**config.mk**
```make
export PLATFORM = sky130hd
export DESIGN_NAME = hamming_sec_ctrl
export DESIGN_NICKNAME = d
export VERILOG_FILES = /design/src/rtl/hamming_sec_pkg.sv /design/src/rtl/hamming_sec_dec.sv /design/src/rtl/hamming_sec_ctrl.sv
export SDC_FILE = /design/constraint.sdc
export NUM_CORES = 1
export LEC_CHECK = 0
export ABC_CLOCK_PERIOD_IN_PS = 1700
export BUFFER_PORTS_ARGS = -buffer_cell sky130_fd_sc_hd__buf_4
export CORE_UTILIZATION = 45
export DETAILED_ROUTE_END_ITERATION = 10
export PLACE_DENSITY = 0.79
export SYNTH_ARGS = -nofsm -noshare
export SYNTH_HDL_FRONTEND = slang
export SYNTH_SLANG_ARGS = --single-unit
```
**constraint.sdc**
```tcl
create_clock -name clk -period 1.7 [get_ports clk]
set_clock_uncertainty 0.15 [all_clocks]
set_input_delay 0 -clock clk [delete_from_list [all_inputs] [get_ports clk]]
set_output_delay 0 -clock clk [all_outputs]
set_load 0.02 [all_outputs]
```
**src/rtl/hamming_sec_pkg.sv**
```systemverilog
// Shared constants, FSM state type and the Hamming(12,8) encoder for the SEC array controller.
package hamming_sec_pkg;

   localparam int DATA_W = 8;
   localparam int CODE_W = 12;
   localparam int SYND_W = 4;

   // Codeword bit i carries position i+1
   localparam logic [SYND_W-1:0] PAR_POS  [4]      = '{4'd1, 4'd2, 4'd4, 4'd8};
   localparam logic [SYND_W-1:0] DATA_POS [DATA_W] = '{4'd3, 4'd5, 4'd6, 4'd7,
                                                       4'd9, 4'd10, 4'd11, 4'd12};

   typedef enum logic [1:0] {
      ST_IDLE     = 2'd0,
      ST_SCRUB_RD = 2'd1,
      ST_SCRUB_WB = 2'd2
   } state_e;

   // Parity bit at position 2**j is bit j of the XOR of the set data positions
   function automatic logic [CODE_W-1:0] hamming_sec_encode(input logic [DATA_W-1:0] data);
      logic [CODE_W-1:0] cw;
      logic [SYND_W-1:0] acc;
      cw  = {CODE_W{1'b0}};
      acc = {SYND_W{1'b0}};
      for (int i = 0; i < DATA_W; i++) begin
         cw[DATA_POS[i] - 4'd1] = data[i];
         if (data[i]) begin
            acc = acc ^ DATA_POS[i];
         end else begin
            acc = acc;
         end
      end
      for (int j = 0; j < 4; j++) begin
         cw[PAR_POS[j] - 4'd1] = acc[j];
      end
      return cw;
   endfunction

endpackage

```
**src/rtl/hamming_sec_dec.sv**
```systemverilog
// Combinational Hamming(12,8) SEC decoder: syndrome, single-bit correction and data extraction.
module hamming_sec_dec
   import hamming_sec_pkg::*;
(
   input  logic [CODE_W-1:0] code_i,
   output logic [DATA_W-1:0] data_o,
   output logic [CODE_W-1:0] code_o,
   output logic [SYND_W-1:0] synd_o,
   output logic              corr_o,
   output logic              uncorr_o
);

   logic [SYND_W-1:0] synd_s;
   logic [CODE_W-1:0] fixed_s;
   logic              corr_s;

   // Syndrome is the XOR of the positions of all set bits
   always_comb begin
      synd_s = {SYND_W{1'b0}};
      for (int i = 0; i < CODE_W; i++) begin
         if (code_i[i]) begin
            synd_s = synd_s ^ SYND_W'(i + 1);
         end else begin
            synd_s = synd_s;
         end
      end
   end

   // Syndromes 13..15 point outside the codeword and are left uncorrected
   always_comb begin
      corr_s  = (synd_s != 4'd0) && (synd_s <= 4'd12);
      fixed_s = code_i;
      if (corr_s) begin
         fixed_s[synd_s - 4'd1] = ~code_i[synd_s - 4'd1];
      end else begin
         fixed_s = code_i;
      end
      data_o = {DATA_W{1'b0}};
      for (int i = 0; i < DATA_W; i++) begin
         data_o[i] = fixed_s[DATA_POS[i] - 4'd1];
      end
   end

   assign code_o   = fixed_s;
   assign synd_o   = synd_s;
   assign corr_o   = corr_s;
   assign uncorr_o = (synd_s >= 4'd13);

endmodule

```
**src/rtl/hamming_sec_ctrl.sv**
```systemverilog
// Host front end and background scrubber for the 16x12 Hamming SEC array.
// The scrubber is built only when HAMMING_SEC_SCRUB_EN is defined.
module hamming_sec_ctrl
   import hamming_sec_pkg::*;
#(
   parameter int ADDR_W         = 4,
   parameter int SCRUB_INTERVAL = 256,
   parameter int CNT_W          = 8
) (
   input  logic                clk,
   input  logic                rst_n,
   input  logic                req_valid,
   output logic                req_ready,
   input  logic                req_we,
   input  logic [ADDR_W-1:0]   req_addr,
   input  logic [DATA_W-1:0]   req_wdata,
   output logic                resp_valid,
   output logic [DATA_W-1:0]   resp_rdata,
   output logic                resp_corr,
   output logic                resp_uncorr,
   output logic                mem_wr_en,
   output logic [ADDR_W-1:0]   mem_addr,
   output logic [CODE_W-1:0]   mem_wdata,
   input  logic [CODE_W-1:0]   mem_rdata,
   output logic [CNT_W-1:0]    corr_cnt,
   output logic [CNT_W-1:0]    uncorr_cnt
);

   localparam logic [CNT_W-1:0] CNT_MAX = {CNT_W{1'b1}};

   logic [DATA_W-1:0] dec_data_s;
   logic [CODE_W-1:0] dec_code_s;
   logic [SYND_W-1:0] dec_synd_s;
   logic              dec_corr_s, dec_uncorr_s;

   logic              ready_s, wr_s, rd_acc_s, scrub_rd_s;
   logic [ADDR_W-1:0] addr_s;
   logic [CODE_W-1:0] wdata_s;
   logic              unused_s;

   logic              resp_valid_q, resp_valid_d;
   logic [DATA_W-1:0] resp_rdata_q, resp_rdata_d;
   logic              resp_corr_q, resp_corr_d;
   logic              resp_uncorr_q, resp_uncorr_d;
   logic [CNT_W-1:0]  corr_cnt_q, corr_cnt_d;
   logic [CNT_W-1:0]  uncorr_cnt_q, uncorr_cnt_d;

   hamming_sec_dec u_dec (
      .code_i   (mem_rdata),
      .data_o   (dec_data_s),
      .code_o   (dec_code_s),
      .synd_o   (dec_synd_s),
      .corr_o   (dec_corr_s),
      .uncorr_o (dec_uncorr_s)
   );

`ifdef HAMMING_SEC_SCRUB_EN
   localparam int IV_W = (SCRUB_INTERVAL > 1) ? $clog2(SCRUB_INTERVAL) : 1;
   localparam logic [IV_W-1:0] IV_TERM = IV_W'(SCRUB_INTERVAL - 1);

   state_e            state_q, state_d;
   logic [ADDR_W-1:0] ptr_q, ptr_d;
   logic [IV_W-1:0]   iv_q, iv_d;
   logic              due_q, due_d;
   logic [CODE_W-1:0] fix_q, fix_d;

   assign unused_s = ^dec_synd_s;

   // Scrub FSM, interval timer and memory-port steering
   always_comb begin
      state_d    = state_q;
      ptr_d      = ptr_q;
      due_d      = due_q;
      fix_d      = fix_q;
      ready_s    = 1'b0;
      wr_s       = 1'b0;
      rd_acc_s   = 1'b0;
      scrub_rd_s = 1'b0;
      addr_s     = req_addr;
      wdata_s    = hamming_sec_encode(req_wdata);
      if (iv_q == IV_TERM) begin
         iv_d  = {IV_W{1'b0}};
         due_d = 1'b1;
      end else begin
         iv_d  = iv_q + IV_W'(1);
      end
      case (state_q)
         ST_IDLE: begin
            ready_s  = 1'b1;
            wr_s     = req_valid & req_we;
            rd_acc_s = req_valid & ~req_we;
            // Host traffic always wins; a pending scrub starts on the first idle cycle
            if (!req_valid && due_q) begin
               state_d = ST_SCRUB_RD;
               due_d   = 1'b0;
            end else begin
               state_d = ST_IDLE;
            end
         end
         ST_SCRUB_RD: begin
            addr_s     = ptr_q;
            scrub_rd_s = 1'b1;
            fix_d      = dec_code_s;
            if (dec_corr_s) begin
               state_d = ST_SCRUB_WB;
            end else begin
               state_d = ST_IDLE;
               ptr_d   = ptr_q + ADDR_W'(1);
            end
         end
         ST_SCRUB_WB: begin
            addr_s  = ptr_q;
            wdata_s = fix_q;
            wr_s    = 1'b1;
            ptr_d   = ptr_q + ADDR_W'(1);
            state_d = ST_IDLE;
         end
         default: begin
            state_d = ST_IDLE;
         end
      endcase
   end

   // Scrubber state registers
   always_ff @(posedge clk or negedge rst_n) begin
      if (!rst_n) begin
         state_q <= ST_IDLE;
         ptr_q   <= {ADDR_W{1'b0}};
         iv_q    <= {IV_W{1'b0}};
         due_q   <= 1'b0;
         fix_q   <= {CODE_W{1'b0}};
      end else begin
         state_q <= state_d;
         ptr_q   <= ptr_d;
         iv_q    <= iv_d;
         due_q   <= due_d;
         fix_q   <= fix_d;
      end
   end
`else
   assign unused_s = (^dec_code_s) ^ (^dec_synd_s) ^ (SCRUB_INTERVAL == 0);

   // Host-only steering
   always_comb begin
      ready_s    = 1'b1;
      wr_s       = req_valid & req_we;
      rd_acc_s   = req_valid & ~req_we;
      scrub_rd_s = 1'b0;
      addr_s     = req_addr;
      wdata_s    = hamming_sec_encode(req_wdata);
   end
`endif

   // Read response capture and saturating error statistics
   always_comb begin
      resp_valid_d  = rd_acc_s;
      resp_corr_d   = rd_acc_s & dec_corr_s;
      resp_uncorr_d = rd_acc_s & dec_uncorr_s;
      if (rd_acc_s) begin
         resp_rdata_d = dec_data_s;
      end else begin
         resp_rdata_d = resp_rdata_q;
      end
      if ((rd_acc_s | scrub_rd_s) && dec_corr_s && (corr_cnt_q != CNT_MAX)) begin
         corr_cnt_d = corr_cnt_q + CNT_W'(1);
      end else begin
         corr_cnt_d = corr_cnt_q;
      end
      if ((rd_acc_s | scrub_rd_s) && dec_uncorr_s && (uncorr_cnt_q != CNT_MAX)) begin
         uncorr_cnt_d = uncorr_cnt_q + CNT_W'(1);
      end else begin
         uncorr_cnt_d = uncorr_cnt_q;
      end
   end

   // Response and counter registers
   always_ff @(posedge clk or negedge rst_n) begin
      if (!rst_n) begin
         resp_valid_q  <= 1'b0;
         resp_rdata_q  <= {DATA_W{1'b0}};
         resp_corr_q   <= 1'b0;
         resp_uncorr_q <= 1'b0;
         corr_cnt_q    <= {CNT_W{1'b0}};
         uncorr_cnt_q  <= {CNT_W{1'b0}};
      end else begin
         resp_valid_q  <= resp_valid_d;
         resp_rdata_q  <= resp_rdata_d;
         resp_corr_q   <= resp_corr_d;
         resp_uncorr_q <= resp_uncorr_d;
         corr_cnt_q    <= corr_cnt_d;
         uncorr_cnt_q  <= uncorr_cnt_d;
      end
   end

   // The array port is held quiet while reset is asserted, so an aborted scrub never writes
   assign mem_wr_en   = rst_n & wr_s;
   assign mem_addr    = rst_n ? addr_s  : {ADDR_W{1'b0}};
   assign mem_wdata   = rst_n ? wdata_s : {CODE_W{1'b0}};
   assign req_ready   = ready_s;
   assign resp_valid  = resp_valid_q;
   assign resp_rdata  = resp_rdata_q;
   assign resp_corr   = resp_corr_q;
   assign resp_uncorr = resp_uncorr_q;
   assign corr_cnt    = corr_cnt_q;
   assign uncorr_cnt  = uncorr_cnt_q;

endmodule

```
# Word-level counts from Yosys, hierarchy flattened
# Index checks and enable logic that the tools add are counted.
classes:
  add_sub_neg: 3
  bitwise_logic: 25
  magnitude_cmp: 4
  eq_ne: 2
  div_mod_pow: 0
  reduce_logical: 7
  n_shift: 0
  n_mul: 0
  muxes: 28
op_table:
  columns: ["cell", "count"]
  rows:
  - ["two-way mux 4 bit", 10]
  - ["two-way mux 12 bit", 2]
  - ["two-way mux 3 bit", 7]
  - ["NOT 2 bit", 10]
  - ["adder 8 x 1 -> 8 bit, second input constant", 2]
  - ["!= test 8 bit, second input constant", 2]
  - ["bitwise mux 12 bit", 1]
  - ["NOT 3 bit", 4]
  - ["logical AND 1 bit", 6]
  - ["two-way mux 2 bit", 3]
  - ["bitwise AND 1 bit", 5]
  - ["less-than comparator 4 x 5 -> 1 bit, second input constant", 1]
  - ["binary-select mux 1 bit (select 4 bit)", 1]
  - ["demux 1 bit (select 4 bit)", 1]
  - [">= comparator 4 x 1 -> 1 bit, second input constant", 1]
  - [">= comparator 4 bit, second input constant", 1]
  - ["<= comparator 4 bit, second input constant", 1]
  - ["nonzero test 4 bit", 1]
  - ["subtractor 4 x 1 -> 4 bit, second input constant", 1]
  - ["two-way mux 1 bit", 3]
  - ["NOT 1 bit, first input constant", 3]
  - ["NOT 1 bit", 2]
  - ["NOT 1 -> 2 bit", 1]
totals:
  latchBits: 0
  regBits: 27
  n_memories: 0
  ramBits: 0
  rom_bits: 0

# Logic depth before layout (Yosys ltp)
# Gate-level depths: netlist of run 1.
depth:
  depth_word: 27
  ltp_mapped: 11

# Modules after synthesis
# Synthesis of run 1 repeated with hierarchy kept, for this count alone.
hier_totals:
  hier_cells: 214
  area_unflattened_um2: 2150.8
modules_own_cells:
  columns: ["module", "area_each_um2", "cells_per_inst", "instances"]
  rows:
  - ["hamming_sec_ctrl", 1365.1, 118, 1]
  - ["hamming_sec_dec", 785.8, 96, 1]

# Worst setup path after synthesis of run 1
# Ideal clock, no wire load.
synth_timing:
  path_type: "input to register"
  startpoint: "in mem_rdata[10]"
  endpoint: "reg resp_rdata_q[7] (netlist: resp_rdata[7])"
  setup_slack_ns: -0.837
  t_arrival_ns: 2.243
  stages: 10
  setup_time_ns: 0.143
  path_cell_list: "buf_6 -> xnor3_2 -> xnor2_2 -> ha_1 -> clkbuf_1 -> and3_2 -> o21ai_0 -> nand2_1 -> a211oi_1 -> o211ai_1"
synth_between:
  elab_chain_cells: 10
synth_lines:
  columns: ["element", "line", "source"]
  rows:
  - ["start, declared", "hamming_sec_ctrl.sv:24", "input logic [CODE_W-1:0] mem_rdata,"]
  - ["two-way mux 4 bit", "hamming_sec_dec.sv:21", "if (code_i[i]) begin"]
  - ["NOT 2 bit (no line)", null, null]
  - ["two-way mux 4 bit", "hamming_sec_dec.sv:21", null]
  - ["subtractor 4 x 1 -> 4 bit", "hamming_sec_dec.sv:34", "fixed_s[synd_s - 4'd1] = ~code_i[synd_s - 4'd1];"]
  - ["less-than comparator 4 x 5 -> 1 bit (not written as such) or >= comparator 4 x 1 -> 1 bit (tied branches)", "hamming_sec_dec.sv:34", null]
  - ["logical AND 1 bit (not written as such)", "hamming_sec_dec.sv:34", null]
  - ["two-way mux 1 bit (not written as such)", "hamming_sec_dec.sv:34", null]
  - ["demux 1 bit (select 4 bit)", null, null]
  - ["bitwise mux 12 bit", "hamming_sec_dec.sv:34", null]
  - ["two-way mux 12 bit (*)", "hamming_sec_dec.sv:33", "if (corr_s) begin"]
  - ["end signal, assigned", "hamming_sec_ctrl.sv:180", "resp_rdata_q <= {DATA_W{1'b0}};"]
  - ["end signal, assigned", "hamming_sec_ctrl.sv:187", "resp_rdata_q <= resp_rdata_d;"]
  - ["end, declared", "hamming_sec_ctrl.sv:42", "logic [DATA_W-1:0] resp_rdata_q, resp_rdata_d;"]
# Every way passes the cells marked *; elsewhere a longest branch is shown, timed or not. The select of a mux whose other input is x is not followed.
# A chain may end at the register's enable or synchronous reset.

# Worst setup path in the final report of run 1
layout_timing:
  startpoint: "in mem_rdata[6]"
  endpoint: "reg resp_rdata_q[7] (netlist: resp_rdata[7])"
layout_between:
  elab_chain_cells: 15
layout_lines:
  columns: ["element", "line"]
  rows:
  - ["two-way mux 3 bit", "hamming_sec_dec.sv:21"]
  - ["two-way mux 4 bit", "hamming_sec_dec.sv:21"]
  - ["NOT 2 bit (no line) or two-way mux 4 bit (tied branches)", null]
  - ["two-way mux 4 bit or NOT 2 bit (tied branches)", null]
  - ["two-way mux 4 bit", "hamming_sec_dec.sv:21"]
  - ["NOT 3 bit (no line)", null]
  - ["two-way mux 4 bit (2 in a row)", "hamming_sec_dec.sv:21"]
  - ["subtractor 4 x 1 -> 4 bit", "hamming_sec_dec.sv:34"]
  - ["less-than comparator 4 x 5 -> 1 bit (not written as such) or >= comparator 4 x 1 -> 1 bit (tied branches)", "hamming_sec_dec.sv:34"]
  - ["logical AND 1 bit (not written as such)", "hamming_sec_dec.sv:34"]
  - ["two-way mux 1 bit (not written as such)", "hamming_sec_dec.sv:34"]
  - ["demux 1 bit (select 4 bit)", null]
  - ["bitwise mux 12 bit", "hamming_sec_dec.sv:34"]
  - ["two-way mux 12 bit (*)", "hamming_sec_dec.sv:33"]
# Marks and branches as above.

==> metrics.md, run 1 <==
| Metric | Value |
|---|---|
| Number of library cell types mapped by synthesis | `52` |
| Post-Synthesis Net Count | `roughly 240` |
| Std-Cell Rows | `24` |
| Worst hold start | `mem_rdata[10]` |
| Sum of routed wire length over all layers | `6190 µm` |
| Crit-path slowest cell | `sky130_fd_sc_hd__xnor3_2` |
| Number of antenna violations at the first check in global routing | `0` |
| Syn Std Cell Area | `0.00208 mm²` |
| Number of iterations in the first detailed-routing pass | `4` |
| Number of nets with antenna violations after routing | `0` |
| Worst Path Buf+Inv | `2` |
| Synth-to-layout area growth | `61.2%` |
| Layout cell share with drive strength beyond 1 | `a little over half` |
| Maximum number of pins on one net before global-route repair | `45` |
| Final core utilization | `roughly 76%` |
| Effective utilization at floorplan | `between 40% and 50%` |
| Part of the cycle the worst path needs | `117%` |
| Most common library cell in the layout ignoring fill and taps | `sky130_fd_sc_hd__buf_4` |
| Failing checks | `negative hold slack, negative setup slack` |
| Placed insts | `370` |
| Count of filler cells inserted in the layout | `between 300 and 400` |
| Total routing usage reported by global routing | `24.4%` |
| Level count of the clock H-tree | `1` |
| Final sum of negative setup slack | `-2590 ps` |
| Critical Path, Cell by Cell | `buf_6 > xnor3_2 > xnor2_4 > ha_4 > buf_6 > and3_4 > o21ai_2 > nand2_2 > a211oi_4 > o211ai_1` |
| Avg Inst Size Synth | `9.93 µm²` |
| Area used by multi-input combinational logic | `0.00152 mm²` |
| Crit Path Category | `primary input to register` |
| Non-filler cells in the finished layout | `approximately 380` |
| Worst EP required | `1700 ps` |
| Clock period minus final worst setup slack | `2000 ps` |
| Critical path fanouts, max | `4` |
| # diodes | `0` |
| First DRT Iteration DRCs | `190` |
| Die outline area | `0.00489 mm²` |
| Count of state elements after synthesis | `27` |
| Reg-to-reg critical path startpoint | `corr_cnt[5]$_DFFE_PN0P_` |
| Count of nets after finishing | `365` |
| Final worst setup slack | `-295 ps` |
| Vias post-DR | `2084` |
| Final HPWL DP | `4340 µm` |
| Wire length of the first global-routing pass | `9620 µm` |
| Arrival time at the worst endpoint | `2000 ps` |
| Post-detailed-route wirelength per cell | `16.1 µm` |
| Max_cap viols | `0` |
| DRC violation count after routing | `0` |
| Status | `complete, but fails checks` |
| Hold Worst Slack | `-1.94 ps` |
| CTS Buffer Depth | `2` |
| RD Place Congestion | `0.866` |
| Number of global-route vias before repair | `2024` |
| Most frequent cells in the layout | `115 x sky130_fd_sc_hd__buf_4, 27 x sky130_fd_sc_hd__dfrtp_1, 25 x sky130_fd_sc_hd__xnor2_1` |
| Worst min-delay path class | `primary input to register` |
| RSZ-0062 raised after global routing | `yes` |
| Critical path capture point type | `register` |
| Final Setup Violations | `16` |
| Power per unit of standard cell area | `around 1100 mW/mm²` |
| FF/Latch Area | `676 µm²` |
| Gate count after technology mapping | `209` |
| Core outline area | `0.00438 mm²` |
| Clock sink count | `27` |
| Overall die height | `69.9 µm` |
| Nature of the critical path startpoint | `primary input` |
| Fmax | `~500 MHz` |
| Power consumption | `3690 µW` |
| Top-Level Pins | `73` |
| Die Span X | `between 60 and 70 µm` |
| Timing startpoint of the critical path | `mem_rdata[6]` |
| Port bufs | `71` |
| Worst-case vdd ir drop | `0.000834 V` |
| Total count of hold-check failures in the final report | `1` |
| CP delay by family, top | `XOR/XNOR gates` |
| Clock tree from TritonCTS | `yes` |
| Share of synthesized area occupied by flip-flops and latches | `approximately 33%` |
| Via density | `5.43` |
| Clock insertion delay at the later pin of the skew report | `270 ps` |
| Number of clock buffers inserted by TritonCTS | `3` |
| Root buffer selected by CTS | `sky130_fd_sc_hd__clkbuf_8` |
| LEAKAGE | `0.00161 µW` |
| Delay of the slowest cell on the worst path | `500 ps` |
| Number of synthesis warnings | `0` |
| Clock input transition at the sequential cells of the worst setup and hold paths | `100 ps` |
| Overflow after GRT | `0` |
| Slew Limit Fails | `0` |
| Most Frequent Cell on Critical Path | `sky130_fd_sc_hd__buf_6` |
timing repair:
| action | in CTS | in global routing |
|---|---|---|
| endpoints found under the hold margin | 29 | 0 |
| hold buffers | 3 | 0 |
| pin swaps | 8 | 18 |
| resized for setup | 21 | 32 |
| endpoints found under the setup margin | 23 | 24 |
| buffers inserted | 6 | 2 |
cell type report:
| type | count | share of cell area (%) |
|---|---|---|
| well taps | 52 | 1.94 |
| clock buffers | 3 | 1.23 |
| flip-flops and latches | 27 | 20.2 |
| inverters | 7 | 1.01 |
| clock inverters | 1 | 0.150 |
| multi-input cells | 166 | 45.4 |
| repair buffers | 128 | 30.1 |
routing by layer:
metal  global-route usage, %  vias up  wire length [µm]
li1                        -      980                 -
met1                    32.7     1013              2530
met2                    41.7       76              3210
met3                    4.33       15               349
met4                    4.22        0               106
met5                       0        -                 0
logic make-up after synthesis:
group,count (synthesis),synth area share (%)
other cells,1,0.181
xor+xnor,43,23.8
simple gates,76,21.1
flops,27,32.5
fa+ha+maj,5,2.89
buf+inv,16,4.04
compound gates,38,13.1
mux,3,2.35
sequential cells by signal, summed over array words and instances (netlist names):
signal and count:
corr_cnt 8, resp_rdata 8, uncorr_cnt 8, resp_corr 1, resp_uncorr 1, resp_valid 1
where the power goes:
part | internal, µW | switching, µW
Sequential | 787 | 111
Combinational | 1230 | 1190
Clock | 164 | 202
Total | 2180 | 1500
tightest hold or removal path, delay by kind of cell:
kind | cells | cell delay [ps]
compound gates | 2 | 140
buf+inv | 2 | 250
metrics by stage:
stage / worst slack, ps / instance area [µm²]
2_1_floorplan: -530 / 2130
3_3_place_gp: -484 / 3010
3_5_place_dp: -570 / 3010
4_1_cts: -256 / 3190
5_1_grt: -350 / 3350
6_report: -295 / 3350
path summary, 6_finish.rpt:
| kind | endpoint | depth (start not counted) | slack [ps] |
|---|---|---|---|
| min in group asynchronous | corr_cnt[6]$_DFFE_PN0P_ | 2 | 60 |
| worst max register to register | corr_cnt[1]$_DFFE_PN0P_ | 5 | -30 |
| worst min register to register | resp_rdata[3]$_DFFE_PN0P_ | 1 | 350 |
| worst max-delay path | resp_rdata[7]$_DFFE_PN0P_ | 10 | -300 |
| worst min-delay path | resp_rdata[6]$_DFFE_PN0P_ | 4 | -2 |
| max in group asynchronous | resp_corr$_DFF_PN0_ | 2 | 1020 |
Yosys cell counts, drive strengths merged:
cell	instances	share of area [%]
xnor2	29	14
dfrtp	27	33
and2	20	6.0
nand2	13	2.4
nor2	11	2.0
nand4	10	3.0
o21ai	8	1.9
xor2	8	3.4
a21oi	7	1.7
inv	7	1.3
and3	6	1.9
nand3	6	1.4
clkbuf	5	1.4
a31oi	4	1.2
buf	4	1.4
ha	4	2.4
xnor3	4	4.5
a211o	3	1.3
a211oi	3	1.7
o211ai	3	1.1
o31ai	3	1.1
and4	2	0.84
mux2	2	1.3
nor4	2	1.3
o21a	2	1.1
xor3	2	2.4
a21boi	1	0.36
a2bb2oi	1	0.42
a31o	1	0.42
and3b	1	0.42
conb	1	0.18
maj3	1	0.48
mux4	1	1.1
nor2b	1	0.30
nor3b	1	0.36
o211a	1	0.48
o31a	1	0.42
or2	1	0.30
or2b	1	0.54
or3	1	0.30
Note: power is estimated with default switching activity, not from simulation.
==> inputs of run 2 (changes only) <==
--- a/config.mk
+++ b/config.mk
@@ -8,3 +8,3 @@
 export ABC_CLOCK_PERIOD_IN_PS = 1700
-export BUFFER_PORTS_ARGS = -buffer_cell sky130_fd_sc_hd__buf_4
+export BUFFER_PORTS_ARGS = -buffer_cell sky130_fd_sc_hd__buf_2
 export CORE_UTILIZATION = 45
==> constraint.sdc (replaced) <==
create_clock -name clk -period 1.7 [get_ports clk]
set_clock_uncertainty 0.15 [all_clocks]
set_input_delay 0.085 -clock clk [delete_from_list [all_inputs] [get_ports clk]]
set_output_delay 0.085 -clock clk [all_outputs]
set_load 0.02 [all_outputs]
==> run 2 against run 1 <==
  * Worst setup slack worse by 120 ps
  * Register-to-register slack improved by 50 ps
  * Via count down 4.3%
  * The flow finishes with violations (negative setup slack)
  * Cell area shrank 6.3%
==> metrics.md, run 2 (synthesis results as in run 1) <==
| Metric | Value |
|---|---|
| Status | `complete, but fails checks` |
| Failing checks | `negative setup slack` |
| Worst min-delay path class | `primary input to register` |
| Power consumption | `3500 µW (-5.0%)` |
| DRC violation count after routing | `0 (unchanged)` |
| Die outline area | `0.00489 mm² (unchanged)` |
| Power per unit of standard cell area | `1120 mW/mm² (+1.3%)` |
| Slew @ Worst Pin | `500 ps` |
| Crit Path Category | `primary input to register` |
| Post-detailed-route wirelength per cell | `14.7 µm (-8.8%)` |
| RSZ-0062 raised after global routing | `yes` |
| Final HPWL DP | `4020 µm (-7.3%)` |
| Number of antenna violations at the first check in global routing | `0 (unchanged)` |
| Clock input transition at the sequential cells of the worst setup and hold paths | `90 ps (about the same)` |
| Fmax | `474 MHz (-5.5%)` |
| Slew Limit Fails | `0 (unchanged)` |
| Final Setup Violations | `20 (+4)` |
| Number of iterations in the first detailed-routing pass | `4 (unchanged)` |
| Port bufs | `71 (unchanged)` |
| Arrival time at the worst endpoint | `2140 ps (+140 ps)` |
| Placed insts | `368 (-0.54%)` |
| Synth-to-layout area growth | `51.1%` |
| Count of filler cells inserted in the layout | `321 (+5.2%)` |
| Share of total power in combinational logic | `64.7% (-1.0 points)` |
| Die Span X | `69.9 µm (unchanged)` |
| Overflow after GRT | `0 (unchanged)` |
| Non-filler cells in the finished layout | `384 (unchanged)` |
| Worst EP required | `1730 ps (+30 ps)` |
| Level count of the clock H-tree | `1 (unchanged)` |
| Sum of routed wire length over all layers | `5640 µm (-8.8%)` |
| Vias post-DR | `1995 (-4.3%)` |
| Top-Level Pins | `73 (unchanged)` |
| Worst-case vdd ir drop | `0.000894 V (+7.1%)` |
| Seq pwr share | `25.2% (+0.8 points)` |
| Capturing instance or port of the critical path | `resp_rdata[6]$_DFFE_PN0P_` |
| Total count of hold-check failures in the final report | `0 (-1)` |
| Number of nets with antenna violations after routing | `0 (unchanged)` |
| Overall die height | `69.9 µm (unchanged)` |
| Worst-case register-to-register setup slack | `20 ps (+50 ps)` |
| Part of the cycle the worst path needs | `124% (+6.9 points)` |
| Tightest slew margin relative to the limit | `66.4%` |
| Core outline area | `0.00438 mm² (unchanged)` |
| Number of cells on the worst reg-to-reg path | `5 (unchanged)` |
| Clock insertion delay at the later pin of the skew report | `270 ps (about the same)` |
| Nature of the critical path startpoint | `primary input` |
| Maximum number of pins on one net before global-route repair | `29 (-36%)` |
| CTS Buffer Depth | `2 (unchanged)` |
| Total routing usage reported by global routing | `22.3% (-2.1 points)` |
| Final sum of negative setup slack | `-5320 ps (-2730 ps)` |
| R2r endpoint | `corr_cnt[5]$_DFFE_PN0P_` |
| Effective utilization at floorplan | `47.3% (unchanged)` |
| Final worst setup slack | `-412 ps (-117 ps)` |
| Count of nets after finishing | `365 (unchanged)` |
| Most frequent cells in the layout | `67 x sky130_fd_sc_hd__buf_2, 50 x sky130_fd_sc_hd__buf_4, 27 x sky130_fd_sc_hd__dfrtp_1` |
| Via density | `5.20 (-4.3%)` |
| FF/Latch Area | `676 µm² (unchanged)` |
| Reg-to-reg critical path startpoint | `corr_cnt[5]$_DFFE_PN0P_` |
| Clock period minus final worst setup slack | `2110 ps (+117 ps)` |
| Layout cell share with drive strength beyond 1 | `51.8% (-1.2 points)` |
| Most common library cell in the layout ignoring fill and taps | `sky130_fd_sc_hd__buf_2` |
| Clock power frac | `10.1% (+0.2 points)` |
| Critical path fanouts, max | `4 (unchanged)` |
| Max_cap viols | `0 (unchanged)` |
| Clock tree from TritonCTS | `yes` |
| Number of clock buffers inserted by TritonCTS | `3 (unchanged)` |
| Critical path capture point type | `register` |
| Clock sink count | `27 (unchanged)` |
| Switching fraction of total power | `40.7% (-0.094 points)` |
| # diodes | `0 (unchanged)` |
| Root buffer selected by CTS | `sky130_fd_sc_hd__clkbuf_8` |
| First DRT Iteration DRCs | `136 (-28%)` |
| Number of global-route vias before repair | `1842 (-9.0%)` |
| Std-Cell Rows | `24 (unchanged)` |
| Timing startpoint of the critical path | `mem_rdata[10]` |
| RD Place Congestion | `0.874 (+0.92%)` |
| Area used by multi-input combinational logic | `0.00148 mm² (-2.9%)` |
| Internal power consumption | `2070 µW (-4.9%)` |
| LEAKAGE | `0.00155 µW (-3.8%)` |
| Wire length of the first global-routing pass | `8670 µm (-9.8%)` |
| Sw power | `1430 µW (-5.2%)` |
-- run 2: cell types whose count changed in the layout (fill, tap and decap cells not counted), moves of 2 or more --
cell and change:
sky130_fd_sc_hd__buf_2 +67, sky130_fd_sc_hd__buf_4 -65, sky130_fd_sc_hd__buf_6 -3, sky130_fd_sc_hd__dlygate4sd3_1 -2, sky130_fd_sc_hd__nand2_4 -2
-- run 2: repair_timing --
item,CTS,global route
pin swaps,10,11
hold buffers,1,0
resized for setup,24,20
hold endpoints to repair,27,0
setup endpoints to repair,24,30
buffers inserted,7,4
-- run 2: worst max-delay path, cell delays in order --
cell and delay (ps):
sky130_fd_sc_hd__buf_8 70, sky130_fd_sc_hd__xnor3_2 500, sky130_fd_sc_hd__xnor2_4 230, sky130_fd_sc_hd__ha_4 240
sky130_fd_sc_hd__buf_6 130, sky130_fd_sc_hd__or3_4 370, sky130_fd_sc_hd__a21oi_4 170, sky130_fd_sc_hd__a211oi_4 80
sky130_fd_sc_hd__o31ai_1 250
-- run 2: cell type report --
cell class              instances  area share, %
clock buffers                   3           1.32
repair buffers                128           26.9
flip-flops and latches         27           21.5
multi-input cells             166           47.0
inverters                       7          0.998
clock inverters                 1          0.160
well taps                      52           2.08
-- run 2: worst min-delay path by stage --
stage / start / to / slack, ps / cells past startpoint
floorplan: rst_n / corr_cnt[0]$_DFFE_PN0P_ / -360 / 0
finish: mem_rdata[9] / resp_rdata[5]$_DFFE_PN0P_ / 70 / 4
global placement: rst_n / corr_cnt[5]$_DFFE_PN0P_ / -100 / 1
detailed placement: rst_n / corr_cnt[4]$_DFFE_PN0P_ / -90 / 1
global route: mem_rdata[9] / resp_rdata[5]$_DFFE_PN0P_ / 70 / 4
CTS: mem_rdata[9] / resp_rdata[5]$_DFFE_PN0P_ / 40 / 4
-- run 2: through the flow --
step	setup slack [ps]	util [%]	instance area, µm²	hold slack (ps)
2_1_floorplan	-615	-	2130	-361
3_3_place_gp	-568	64.2	2810	-105
3_5_place_dp	-620	64.2	2810	-93.4
4_1_cts	-326	68.8	3020	45.0
5_1_grt	-422	71.5	3140	67.1
6_report	-412	71.5	3140	72.1
-- run 2: layer usage --
layer,share of wire [%],vias to the layer above,global-route usage [%]
li1,-,985,-
met1,43,938,30.5
met3,5.3,9,5.48
met5,0,-,0
met2,50,63,35.4
met4,1.3,0,6.00
-- run 2: power by group through the flow --
stage               Combinational [µW]  Sequential [µW]  Clock [µW]
floorplan                          905             1100           0
global placement                  1730              888           0
detailed placement                1780              893           0
CTS                               2060              884         373
global route                      2420              907         402
finish                            2260              882         354
